File: config.mk
export PLATFORM = sky130hd
export DESIGN_NAME = reg_writeback_unit
export DESIGN_NICKNAME = d
export VERILOG_FILES = /design/src/rtl/reg_writeback_unit_pkg.sv /design/src/rtl/reg_writeback_unit_wb_result_fifo.sv /design/src/rtl/reg_writeback_unit.sv
export SDC_FILE = /design/constraint.sdc
export NUM_CORES = 1
export LEC_CHECK = 0
export ABC_AREA = 1
export BUFFER_PORTS_ARGS = -buffer_cell sky130_fd_sc_hd__buf_2
export CORE_AREA = 2 2 146 148
export CTS_BUF_LIST = sky130_fd_sc_hd__clkbuf_16
export DETAILED_ROUTE_END_ITERATION = 6
export DIE_AREA = 0 0 148 150
export GPL_TIMING_DRIVEN = 0
export RECOVER_POWER = 100
export SKIP_CTS_REPAIR_TIMING = 1
export SYNTH_ARGS = -nofsm -noshare
export SYNTH_HDL_FRONTEND = slang
export SYNTH_SLANG_ARGS = --single-unit
File: constraint.sdc
create_clock -name CLK -period 6.3 [get_ports CLK]
set_input_delay 1.26 -clock CLK [delete_from_list [all_inputs] [get_ports CLK]]
set_output_delay 1.26 -clock CLK [all_outputs]
set_load 0.03 [all_outputs]
File: src/rtl/reg_writeback_unit_pkg.sv
// Shared constants and the mul/div result payload for the write-back stage.
package reg_writeback_unit_pkg;

    localparam int unsigned DATA_W    = 32;
    localparam int unsigned ADDR_W    = 5;
    localparam int unsigned REG_COUNT = 32;
    localparam logic [ADDR_W-1:0] X0_ADDR = '0;

    typedef struct packed {
        logic [ADDR_W-1:0] addr;
        logic [DATA_W-1:0] data;
    } wb_entry_t;

endpackage

File: src/rtl/reg_writeback_unit_wb_result_fifo.sv
// Circular FIFO holding completed mul/div results until the write port is free.
// No fall-through: an entry pushed into an empty FIFO is poppable next cycle.
module wb_result_fifo
    import reg_writeback_unit_pkg::*;
#(
    parameter int unsigned MD_DEPTH = 2,
    localparam int unsigned PTR_W = $clog2(MD_DEPTH),
    localparam int unsigned CNT_W = $clog2(MD_DEPTH + 1)
) (
    input  logic             CLK,
    input  logic             RESET,
    input  logic             push_i,
    input  wb_entry_t        push_data_i,
    input  logic             pop_i,
    output wb_entry_t        pop_data_o,
    output logic [CNT_W-1:0] count_o,
    output logic             full_o,
    output logic             empty_o
);

    wb_entry_t        mem_q [MD_DEPTH];
    logic [PTR_W-1:0] wr_ptr_q, wr_ptr_d;
    logic [PTR_W-1:0] rd_ptr_q, rd_ptr_d;
    logic [CNT_W-1:0] count_q, count_d;
    logic             do_push;
    logic             do_pop;

    assign full_o     = (count_q == CNT_W'(MD_DEPTH));
    assign empty_o    = (count_q == '0);
    assign count_o    = count_q;
    assign pop_data_o = mem_q[rd_ptr_q];

    // Guard against overflow/underflow; pointers wrap naturally (power-of-two depth).
    always_comb begin
        do_push  = push_i && !full_o;
        do_pop   = pop_i && !empty_o;
        wr_ptr_d = wr_ptr_q + PTR_W'(do_push);
        rd_ptr_d = rd_ptr_q + PTR_W'(do_pop);
        count_d  = count_q + CNT_W'(do_push) - CNT_W'(do_pop);
    end

    always_ff @(posedge CLK) begin
        if (RESET) begin
            wr_ptr_q <= '0;
            rd_ptr_q <= '0;
            count_q  <= '0;
        end else begin
            wr_ptr_q <= wr_ptr_d;
            rd_ptr_q <= rd_ptr_d;
            count_q  <= count_d;
        end
    end

    always_ff @(posedge CLK) begin
        if (do_push) begin
            mem_q[wr_ptr_q] <= push_data_i;
        end
    end

endmodule

File: src/rtl/reg_writeback_unit.sv
// Write-back arbiter in front of the register file write port, with a pending
// scoreboard for in-flight mul/div results. Define WB_FWD_EN for forwarding outputs.
module reg_writeback_unit
    import reg_writeback_unit_pkg::*;
#(
    parameter int unsigned DATA_W   = reg_writeback_unit_pkg::DATA_W,
    parameter int unsigned ADDR_W   = reg_writeback_unit_pkg::ADDR_W,
    parameter int unsigned MD_DEPTH = 2
) (
    input  logic              CLK,
    input  logic              RESET,
    input  logic              WB_VALID,
    input  logic [ADDR_W-1:0] WB_ADDR,
    input  logic [DATA_W-1:0] WB_DATA,
    input  logic              MD_VALID,
    input  logic [ADDR_W-1:0] MD_ADDR,
    input  logic [DATA_W-1:0] MD_DATA,
    output logic              MD_READY,
    input  logic              ISSUE_MD,
    input  logic [ADDR_W-1:0] ISSUE_ADDR,
    input  logic [ADDR_W-1:0] RS1_ADDR,
    input  logic [ADDR_W-1:0] RS2_ADDR,
    input  logic [ADDR_W-1:0] RD_ADDR,
    output logic              HAZARD,
    output logic              RF_WRITE,
    output logic [ADDR_W-1:0] RF_ADDR,
    output logic [DATA_W-1:0] RF_DATA
`ifdef WB_FWD_EN
    ,
    output logic              FWD1_HIT,
    output logic [DATA_W-1:0] FWD1_DATA,
    output logic              FWD2_HIT,
    output logic [DATA_W-1:0] FWD2_DATA
`endif
);

    localparam int unsigned NREG  = 2 ** ADDR_W;
    localparam int unsigned CNT_W = $clog2(MD_DEPTH + 1);

    wb_entry_t         md_entry;
    wb_entry_t         md_head;
    logic [CNT_W-1:0]  md_count;
    logic              md_full;
    logic              md_empty;
    logic              md_push;
    logic              md_pop;

    logic              sel_valid;
    logic [ADDR_W-1:0] sel_addr;
    logic [DATA_W-1:0] sel_data;

    logic              rf_write_q, rf_write_d;
    logic [ADDR_W-1:0] rf_addr_q,  rf_addr_d;
    logic [DATA_W-1:0] rf_data_q,  rf_data_d;
    logic [NREG-1:0]   pending_q,  pending_d;
    logic [NREG-1:0]   hazard_vec;

    assign md_entry.addr = MD_ADDR;
    assign md_entry.data = MD_DATA;

    assign MD_READY = (md_count < CNT_W'(MD_DEPTH)) && !RESET;
    assign md_push  = MD_VALID && MD_READY && !md_full;

    wb_result_fifo #(
        .MD_DEPTH (MD_DEPTH)
    ) u_md_fifo (
        .CLK         (CLK),
        .RESET       (RESET),
        .push_i      (md_push),
        .push_data_i (md_entry),
        .pop_i       (md_pop),
        .pop_data_o  (md_head),
        .count_o     (md_count),
        .full_o      (md_full),
        .empty_o     (md_empty)
    );

    // Pipeline result has priority; a mul/div entry only drains on idle WB cycles.
    always_comb begin
        sel_valid = 1'b0;
        sel_addr  = '0;
        sel_data  = '0;
        md_pop    = 1'b0;
        if (WB_VALID) begin
            sel_valid = 1'b1;
            sel_addr  = WB_ADDR;
            sel_data  = WB_DATA;
        end else if (!md_empty) begin
            sel_valid = 1'b1;
            md_pop    = 1'b1;
            sel_addr  = md_head.addr;
            sel_data  = md_head.data;
        end
    end

    // Writes to x0 are dropped here since the register file does not hard-wire it.
    always_comb begin
        rf_write_d = sel_valid && (sel_addr != X0_ADDR);
        rf_addr_d  = rf_addr_q;
        rf_data_d  = rf_data_q;
        if (rf_write_d) begin
            rf_addr_d = sel_addr;
            rf_data_d = sel_data;
        end
    end

    // Clear on pop first so a same-cycle issue to that register keeps it pending.
    always_comb begin
        pending_d = pending_q;
        if (md_pop) begin
            pending_d[md_head.addr] = 1'b0;
        end
        if (ISSUE_MD && (ISSUE_ADDR != X0_ADDR)) begin
            pending_d[ISSUE_ADDR] = 1'b1;
        end
        pending_d[0] = 1'b0;
    end

    always_ff @(posedge CLK) begin
        if (RESET) begin
            rf_write_q <= 1'b0;
            rf_addr_q  <= '0;
            rf_data_q  <= '0;
            pending_q  <= '0;
        end else begin
            rf_write_q <= rf_write_d;
            rf_addr_q  <= rf_addr_d;
            rf_data_q  <= rf_data_d;
            pending_q  <= pending_d;
        end
    end

`ifdef WB_FWD_EN
    // A register being drained this cycle is forwarded next cycle, so it need not stall.
    logic [NREG-1:0] clear_vec;
    assign clear_vec  = md_pop ? (NREG'(1) << md_head.addr) : '0;
    assign hazard_vec = pending_q & ~clear_vec;

    assign FWD1_HIT  = rf_write_q && (rf_addr_q == RS1_ADDR) && (RS1_ADDR != X0_ADDR);
    assign FWD1_DATA = rf_data_q;
    assign FWD2_HIT  = rf_write_q && (rf_addr_q == RS2_ADDR) && (RS2_ADDR != X0_ADDR);
    assign FWD2_DATA = rf_data_q;
`else
    assign hazard_vec = pending_q;
`endif

    assign HAZARD = hazard_vec[RS1_ADDR] | hazard_vec[RS2_ADDR] | hazard_vec[RD_ADDR];

    assign RF_WRITE = rf_write_q;
    assign RF_ADDR  = rf_addr_q;
    assign RF_DATA  = rf_data_q;

endmodule

# == Word-level counts from Yosys, hierarchy flattened ==
# Memory sizes are Yosys's and may differ from the RTL's. A register that Yosys moved wholly into a read port is not among the register bits.
# Index checks and enable logic that the tools add are counted.
# word_totals
memories,1
ram_bits,74
regBits,74
output_inout_bits,40
# mem_list
memory,depth,width,read_ports,rd_clocked_by_memory_dff,wr,line_no,text
u_md_fifo.mem_q,2,37,1,1,1,reg_writeback_unit_wb_result_fifo.sv:21,wb_entry_t mem_q [MD_DEPTH];
# op_classes
bitwise,5
magnitude_cmp,8
n_eq_ne,1
n_mux,22
reduce_logical,15
n_addsub,4
# op_table
cell,count
$mux W32,4
$and A32 B32 Y32,1
$not A32 Y32,1
$or A32 B32 Y32,1
$lt A5 B6 Y1 const B,5
$bmux W1 S5,3
$mux W1,11
$demux W1 S5,2
$ge A5 B1 Y1 const B,2
$mux W5,2
$reduce_bool A5 Y1,2
$logic_and A1 B1 Y1,9
$logic_not A1 Y1,3
$add A1 B1 Y1,2
$add A2 B1 Y2,1
$eq A2 B2 Y1 const B,1
$logic_not A2 Y1,1
$lt A2 B2 Y1 const B,1
$or A1 B1 Y1,2
$sub A2 B1 Y2,1

# == Depth between registers and ports, before layout ==
# Gate-level depths: netlist of the first run.
# logic_depth
depth_word,9
depth_mapped,13

# == By module ==
# From an unflattened synthesis of the first run, not the netlist that was laid out.
# hier_totals
hier_cells,776
hier_area_um2,6957.9
# modules_own_cells
mod,instances,area_per_inst_um2,cells_per_inst
reg_writeback_unit,1,4015.1,626
wb_result_fifo,1,2942.8,150

# == Worst setup path before layout of the first run ==
# No wires, ideal clock.
# synth_path
path_kind,input -> output
from,input RS2_ADDR[0]
to,output HAZARD
cell_stages,11
t_required_ns,5.040
path_buffers,2
arrival_time_ns,2.480
slack_ns,2.560
path_cell_list,clkbuf_1 -> inv_1 -> clkbuf_1 -> nand2_1 -> nand3_1 -> nand3_1 -> nand2_1 -> nand2_1 -> nand3_1 -> nand2_1 -> nand3_1
# synth_between
elab_chain_cells,4
# synth_rtl
element,line_no,text
"start, declared",reg_writeback_unit.sv:22,"input logic [ADDR_W-1:0] RS2_ADDR,"
$bmux W1 S5,reg_writeback_unit.sv:147,assign HAZARD = hazard_vec[RS1_ADDR] | hazard_vec[RS2_ADDR] | hazard_vec[RD_ADDR];
$mux W1 (implied by the code),reg_writeback_unit.sv:147,
$or A1 B1 Y1 (2 in series),reg_writeback_unit.sv:147,
"end, declared",reg_writeback_unit.sv:24,"output logic HAZARD,"
# Every way passes these cells. The select of a mux whose other input is x is not followed.

# == Final worst setup path of the first run ==
# Ends and elaborated chain as after synthesis.

==> key figures, run 1 <==
Drt
  – Routed WL: 19360 µm
  – Post-route DRC violation count: 0
  – Post-DR wirelength/cell: 14.61 µm
  – Detail Route Antenna Nets: 0
  – First-pass DRT Iterations: 4
  – Initial DRC Count: 371
  – Vias: 6251
  – Via-per-instance ratio: 4.718

Floorplanning
  – Row cnt: 53
  – Die height: 150 µm
  – Core Region: 20690 µm²
  – Die outline width: 148 µm
  – Initial Util: 33.42%
  – I/O pin count: 139
  – Die Area: 22200 µm²

Worst hold path
  – Hold/Removal Path Class: reg -> reg

Finish
  – # fillers: 2177
  – Layout cells sized above 1: 11.08%
  – Post-layout util: 40.81%
  – Commonest non-fill, non-tap cell in the layout: nand2_1
  – Commonest cells after routing, fill and taps aside: nand2_1 (310), clkbuf_1 (94), nand3_1 (85)
  – Non-filler instance count after layout: 1325
  – Area Growth Syn to Fin: 22.09%
  – # nets final: 1137

Synth
  – Seq/Total Area, Yosys: 53.27%
  – Post-Syn Area: 6915 µm²
  – Syn avg cell area: 7.841 µm²
  – Top area cells in the synthesized netlist: edfxtp_1 (32%), dfxtp_1 (21%), nand2_1 (17%)
  – Yosys warning count: 0
  – Synth area leader: edfxtp_1
  – Share of the synthesized area in the top cell type: 32.13%
  – Syn Nets: 985
  – Cells after Synth: 882
  – Post-synthesis cell type count: 31
  – Synth Register Bits: 147

Placed design
  – IO buf count: 131
  – GP Congestion: 0.8892
  – Dpl cells: 1290
  – Hpwl dp: 14540 µm

Global routing
  – Overall routing resource usage: 17.74%
  – Antenna violations before repair: 6
  – Largest net degree at the start of global routing: 25
  – Number of global-route vias before repair: 5976
  – First-pass GRT wire length: 30360 µm
  – Grt total ovfl: 0

Setup path
  – CP Capture Type: output pin
  – Critical path class: in -> out
  – Arrival time worst endpoint: 2990 ps
  – Worst-path fanout max: 10
  – WP data required: 5040 ps
  – Crit path launch type: primary input

Pwr
  – VDD IR max: 0.2464 mV
  – LEAKAGE: 0.003597 µW
  – Power, Total: 2988 µW
  – Power per cell area: 353.9 nW/µm²

STA
  – Max Fclk: 235.3 MHz
  – Setup TNS: 0 ps
  – Hold Vio Cnt, Final: 0
  – Period utilization: 67.46%
  – RSZ-0062 raised after global routing: false
  – Final min period: 4250 ps
  – Slew Limit Fails: 0
  – Slew margin rel.: 2.410%
  – Setup violators final: 0
  – Worst-Margin Slew: 1464 ps
  – Clock skew: 10.31 ps

Flow run
  – MaxCap Viol Count: 0

Clock network
  – Clock Tree Root: clkbuf_16
  – Number of CTS-inserted buffers: 17
  – CTS tree: done
  – Clock Latency Late Sink: 420 ps
  – CTS Buffer Depth: 2
  – Clock Pin Slew Worst Setup and Hold Paths: 60 ps
  – # H-tree levels: 4
  – Num Clock Sinks: 147

Run status
  – Status: complete, no violations
[per-stage QoR]
stage / setup slack [ps] / cell area (µm²) / hold WS, ps
6_report: 2050 / 8443 / 480.1
5_1_grt: 1861 / 8436 / 494.7
3_5_place_dp: 2209 / 7960 / 467.1
3_3_place_gp: 2228 / 7915 / 459.3
4_1_cts: 2204 / 8576 / 480.6
2_1_floorplan: 2560 / 6915 / 449.6
[cell type report]
type,instances,area [µm²],area share (%)
sequential,147,3684,43.63
multi-input combinational,629,2771,32.82
timing repair buffer,133,594.3,7.039
clock buffer,18,450.4,5.335
tap,275,344.1,4.075
inverter,62,232.7,2.756
buffer,44,193.9,2.297
clock inverter,14,165.2,1.956
antenna,3,7.507,0.08892
[logic make-up (layout without fill, tap and decap cells)]
logic type      after synthesis  count (layout)  synth area share, %
fa+ha+maj                     4               4               0.7237
buf+inv                     106             271                6.387
compound gates              130             130                10.39
flops                       147             147                53.27
other cells                   0               3                    0
xor+xnor                      1               1               0.1267
simple gates                494             494                29.11
[final timing paths]
path | slack (ps) | cells past startpoint | end | from
worst max-delay path | 2050 | 12 | HAZARD | RS2_ADDR[0]
worst min-delay path | 480 | 2 | RF_DATA[26]$_SDFFE_PP0P_ | RF_DATA[26]$_SDFFE_PP0P_
worst max register to register | 3350 | 3 | u_md_fifo.mem_q[0][8]$_DFFE_PP_ | u_md_fifo.count_o[1]$_SDFF_PP0_
worst min register to register | 480 | 2 | RF_DATA[26]$_SDFFE_PP0P_ | RF_DATA[26]$_SDFFE_PP0P_
[report_power, final]
group,switching (µW),leakage (µW),internal [µW]
combinational,557,0.00202,211
sequential,49.6,0.00128,1120
clock,375,0.000303,675
[sequential cells by signal, indices dropped and copies added, names as in the netlist]
| name | count |
|---|---|
| RF_ADDR | 5 |
| hazard_vec | 31 |
| RF_WRITE | 1 |
| RF_DATA | 32 |
| u_md_fifo.mem_q | 74 |
| u_md_fifo.wr_ptr_q | 1 |
| u_md_fifo.rd_ptr_q | 1 |
| u_md_fifo.count_o | 2 |
[per-layer routing]
layer / part of all wire [%] / vias up / wire length, µm / GRT usage, %
met5: 0.21 / - / 41 / 0
met1: 42 / 2818 / 8218 / 21.22
met2: 49 / 176 / 9401 / 30.19
met3: 6.6 / 36 / 1286 / 5.518
li1: - / 3215 / - / -
met4: 2.1 / 6 / 410 / 6.286
[synthesized netlist by cell type]
library cell / number
o211ai_1: 1
nor2_1: 83
o21bai_1: 1
nor2_4: 2
buf_6: 4
a22oi_1: 15
xor2_1: 1
o21ai_0: 35
buf_1: 2
a31oi_1: 1
edfxtp_1: 74
nand3_2: 1
o21ai_1: 2
ha_1: 4
nand3_1: 84
inv_2: 1
buf_4: 1
inv_1: 60
clkbuf_1: 29
buf_2: 8
dfxtp_1: 73
a22oi_4: 1
nand2_1: 310
nand2_2: 3
o21ai_2: 2
clkinv_1: 1
nor3b_1: 1
nand3b_1: 1
nor3_1: 4
a21oi_1: 72
nand4_1: 5
[critical path, stage by stage]
cell,delay (ps)
clkbuf_1,180
inv_1,210
clkbuf_1,410
nand2_1,100
nand3_1,90
nand3_1,110
nand2_1,70
nand2_1,50
nand3_1,60
nand2_1,70
nand3_1,80
clkbuf_1,310
Power figures use the tool's default switching activity.
==> inputs of run 2 (changes only) <==
Clock period 6.3 ns to 3.5 ns, I/O delays scaled along.
==> key figures, run 2 (synthesis gave the netlist of run 1 again) <==
Run status
  – Status: complete, no violations

Setup path
  – Critical path's slowest cell: clkbuf_1
  – Worst-path cell chain: clkbuf_1 -> inv_1 -> clkbuf_1 -> nand2_1 -> nand3_1 -> nand3_1 -> nand2_1 -> nand2_1 -> nand3_1 -> nand2_1 -> nand3_1 -> clkbuf_1
  – WP data required: 2800 ps
  – Cell family with most CP delay: buffers and inverters
  – CP Capture Type: output pin
  – Arrival time worst endpoint: 2430 ps
  – Slowest cell delay on critical path: 400 ps
  – Worst-path fanout max: 10
  – Cell depth of the worst flop-to-flop path: 9
  – Crit path launch type: primary input
  – Number of stages on the worst setup path: 12
  – Worst Path Buf+Inv: 4
  – Worst R2R Setup Slack: 640 ps
  – Critical path class: in -> out

Pwr
  – Clock power share: 35.1%
  – Switching pwr: 1763 µW
  – LEAKAGE: 0.003609 µW
  – Int Pwr: 3613 µW
  – Combinational share of power: 25.7%
  – VDD IR max: 0.4448 mV
  – Power per cell area: 636.3 nW/µm²
  – Seq pwr share: 39.2%
  – Sw Ratio: 32.79%

Drt
  – Post-route DRC violation count: 0
  – Routed WL: 19320 µm
  – Detail Route Antenna Nets: 0
  – First-pass DRT Iterations: 5
  – Post-DR wirelength/cell: 14.58 µm
  – Vias: 6256
  – Initial DRC Count: 342
  – Via-per-instance ratio: 4.722

Finish
  – Layout cells sized above 1: 11.46%
  – # nets final: 1137
  – Non-filler instance count after layout: 1325
  – Area Growth Syn to Fin: 22.16%
  – Commonest cells after routing, fill and taps aside: nand2_1 (310), clkbuf_1 (90), nand3_1 (85)
  – Max reg flops: 74
  – Most flops, register: u_md_fifo.mem_q
  – # fillers: 2173
  – Commonest non-fill, non-tap cell in the layout: nand2_1

Clock network
  – Clock Latency Late Sink: 420 ps
  – CTS Buffer Depth: 2
  – # H-tree levels: 4
  – Number of CTS-inserted buffers: 17
  – Clock Pin Slew Worst Setup and Hold Paths: 60 ps
  – Num Clock Sinks: 147
  – Clock Tree Root: clkbuf_16
  – CTS tree: done

Global routing
  – Number of global-route vias before repair: 5976
  – Overall routing resource usage: 17.74%
  – First-pass GRT wire length: 30360 µm
  – Antenna violations before repair: 6
  – Largest net degree at the start of global routing: 25
  – Grt total ovfl: 0

Worst hold path
  – Hold path cells: 1
  – Hold/Removal Path Class: in -> reg

Floorplanning
  – I/O pin count: 139
  – Die height: 150 µm
  – Initial Util: 33.42%
  – Row cnt: 53
  – Die Area: 22200 µm²
  – Core Region: 20690 µm²
  – Die outline width: 148 µm

STA
  – Max Fclk: 319.1 MHz
  – Hold Vio Cnt, Final: 0
  – Slew Limit Fails: 0
  – Final min period: 3134 ps
  – Clock skew: 9.938 ps
  – Setup TNS: 0 ps
  – RSZ-0062 raised after global routing: false
  – Worst-Margin Slew: 710.7 ps
  – Slew margin rel.: 52.26%
  – Period utilization: 89.53%
  – Setup violators final: 0

Placed design
  – Dpl cells: 1290
  – IO buf count: 131
  – Hpwl dp: 14540 µm
  – GP Congestion: 0.8892

Flow run
  – MaxCap Viol Count: 0
==> run 2: metal layers <==
metal	track usage, %	share of wire [%]	up-vias
met4	6.286	2.1	6
met2	30.19	49	196
met3	5.518	7.2	37
met1	21.22	42	2799
li1	-	-	3218
met5	0	0.21	-
==> run 2: per-stage QoR <==
step,hold WS (ps),util (%),cell area (µm²),setup slack [ps],power (µW)
finish,463.1,40.83,8448,366.4,5376
detailed placement,467.1,38.47,7960,528.7,3595
global placement,459.3,38.26,7915,-11.95,3565
CTS,451.7,41.45,8576,524.0,5478
global route,452.4,40.80,8441,181.2,5665
floorplan,449.6,-,6915,758.6,3129
==> run 2: final timing paths <==
| kind | startpoint | to |
|---|---|---|
| setup / recovery | RS2_ADDR[0] | HAZARD |
| hold / removal | MD_DATA[1] | u_md_fifo.mem_q[0][1]$_DFFE_PP_ |
| setup reg to reg | u_md_fifo.count_o[1]$_SDFF_PP0_ | RF_DATA[18]$_SDFFE_PP0P_ |
| hold reg to reg | RF_DATA[6]$_SDFFE_PP0P_ | RF_DATA[6]$_SDFFE_PP0P_ |
==> run 2: power by group through the flow <==
stage	sequential, µW	clock (µW)	combinational, µW
3_5_place_dp	2140	0	1460
2_1_floorplan	2320	0	810
4_1_cts	2100	1910	1460
6_report	2110	1890	1380
5_1_grt	2130	1980	1560
3_3_place_gp	2140	0	1430
==> run 2: layout make-up <==
class	instances	area [µm²]	share of cell area, %
inverter	62	232.7	2.755
multi-input combinational	629	2771	32.81
sequential	147	3684	43.60
clock buffer	18	450.4	5.332
clock inverter	14	165.2	1.955
timing repair buffer	133	599.3	7.094
antenna	3	7.507	0.08886
buffer	44	193.9	2.296
tap	275	344.1	4.073
==> run 2: worst register-to-register path, delay by kind of cell (launching register included) <==
kind | cells | cell delay, ps
buffers and inverters | 3 | 1420
AND/OR/NAND/NOR | 5 | 670
flip-flops | 1 | 410
AO/OA/AOI/OAI | 1 | 320
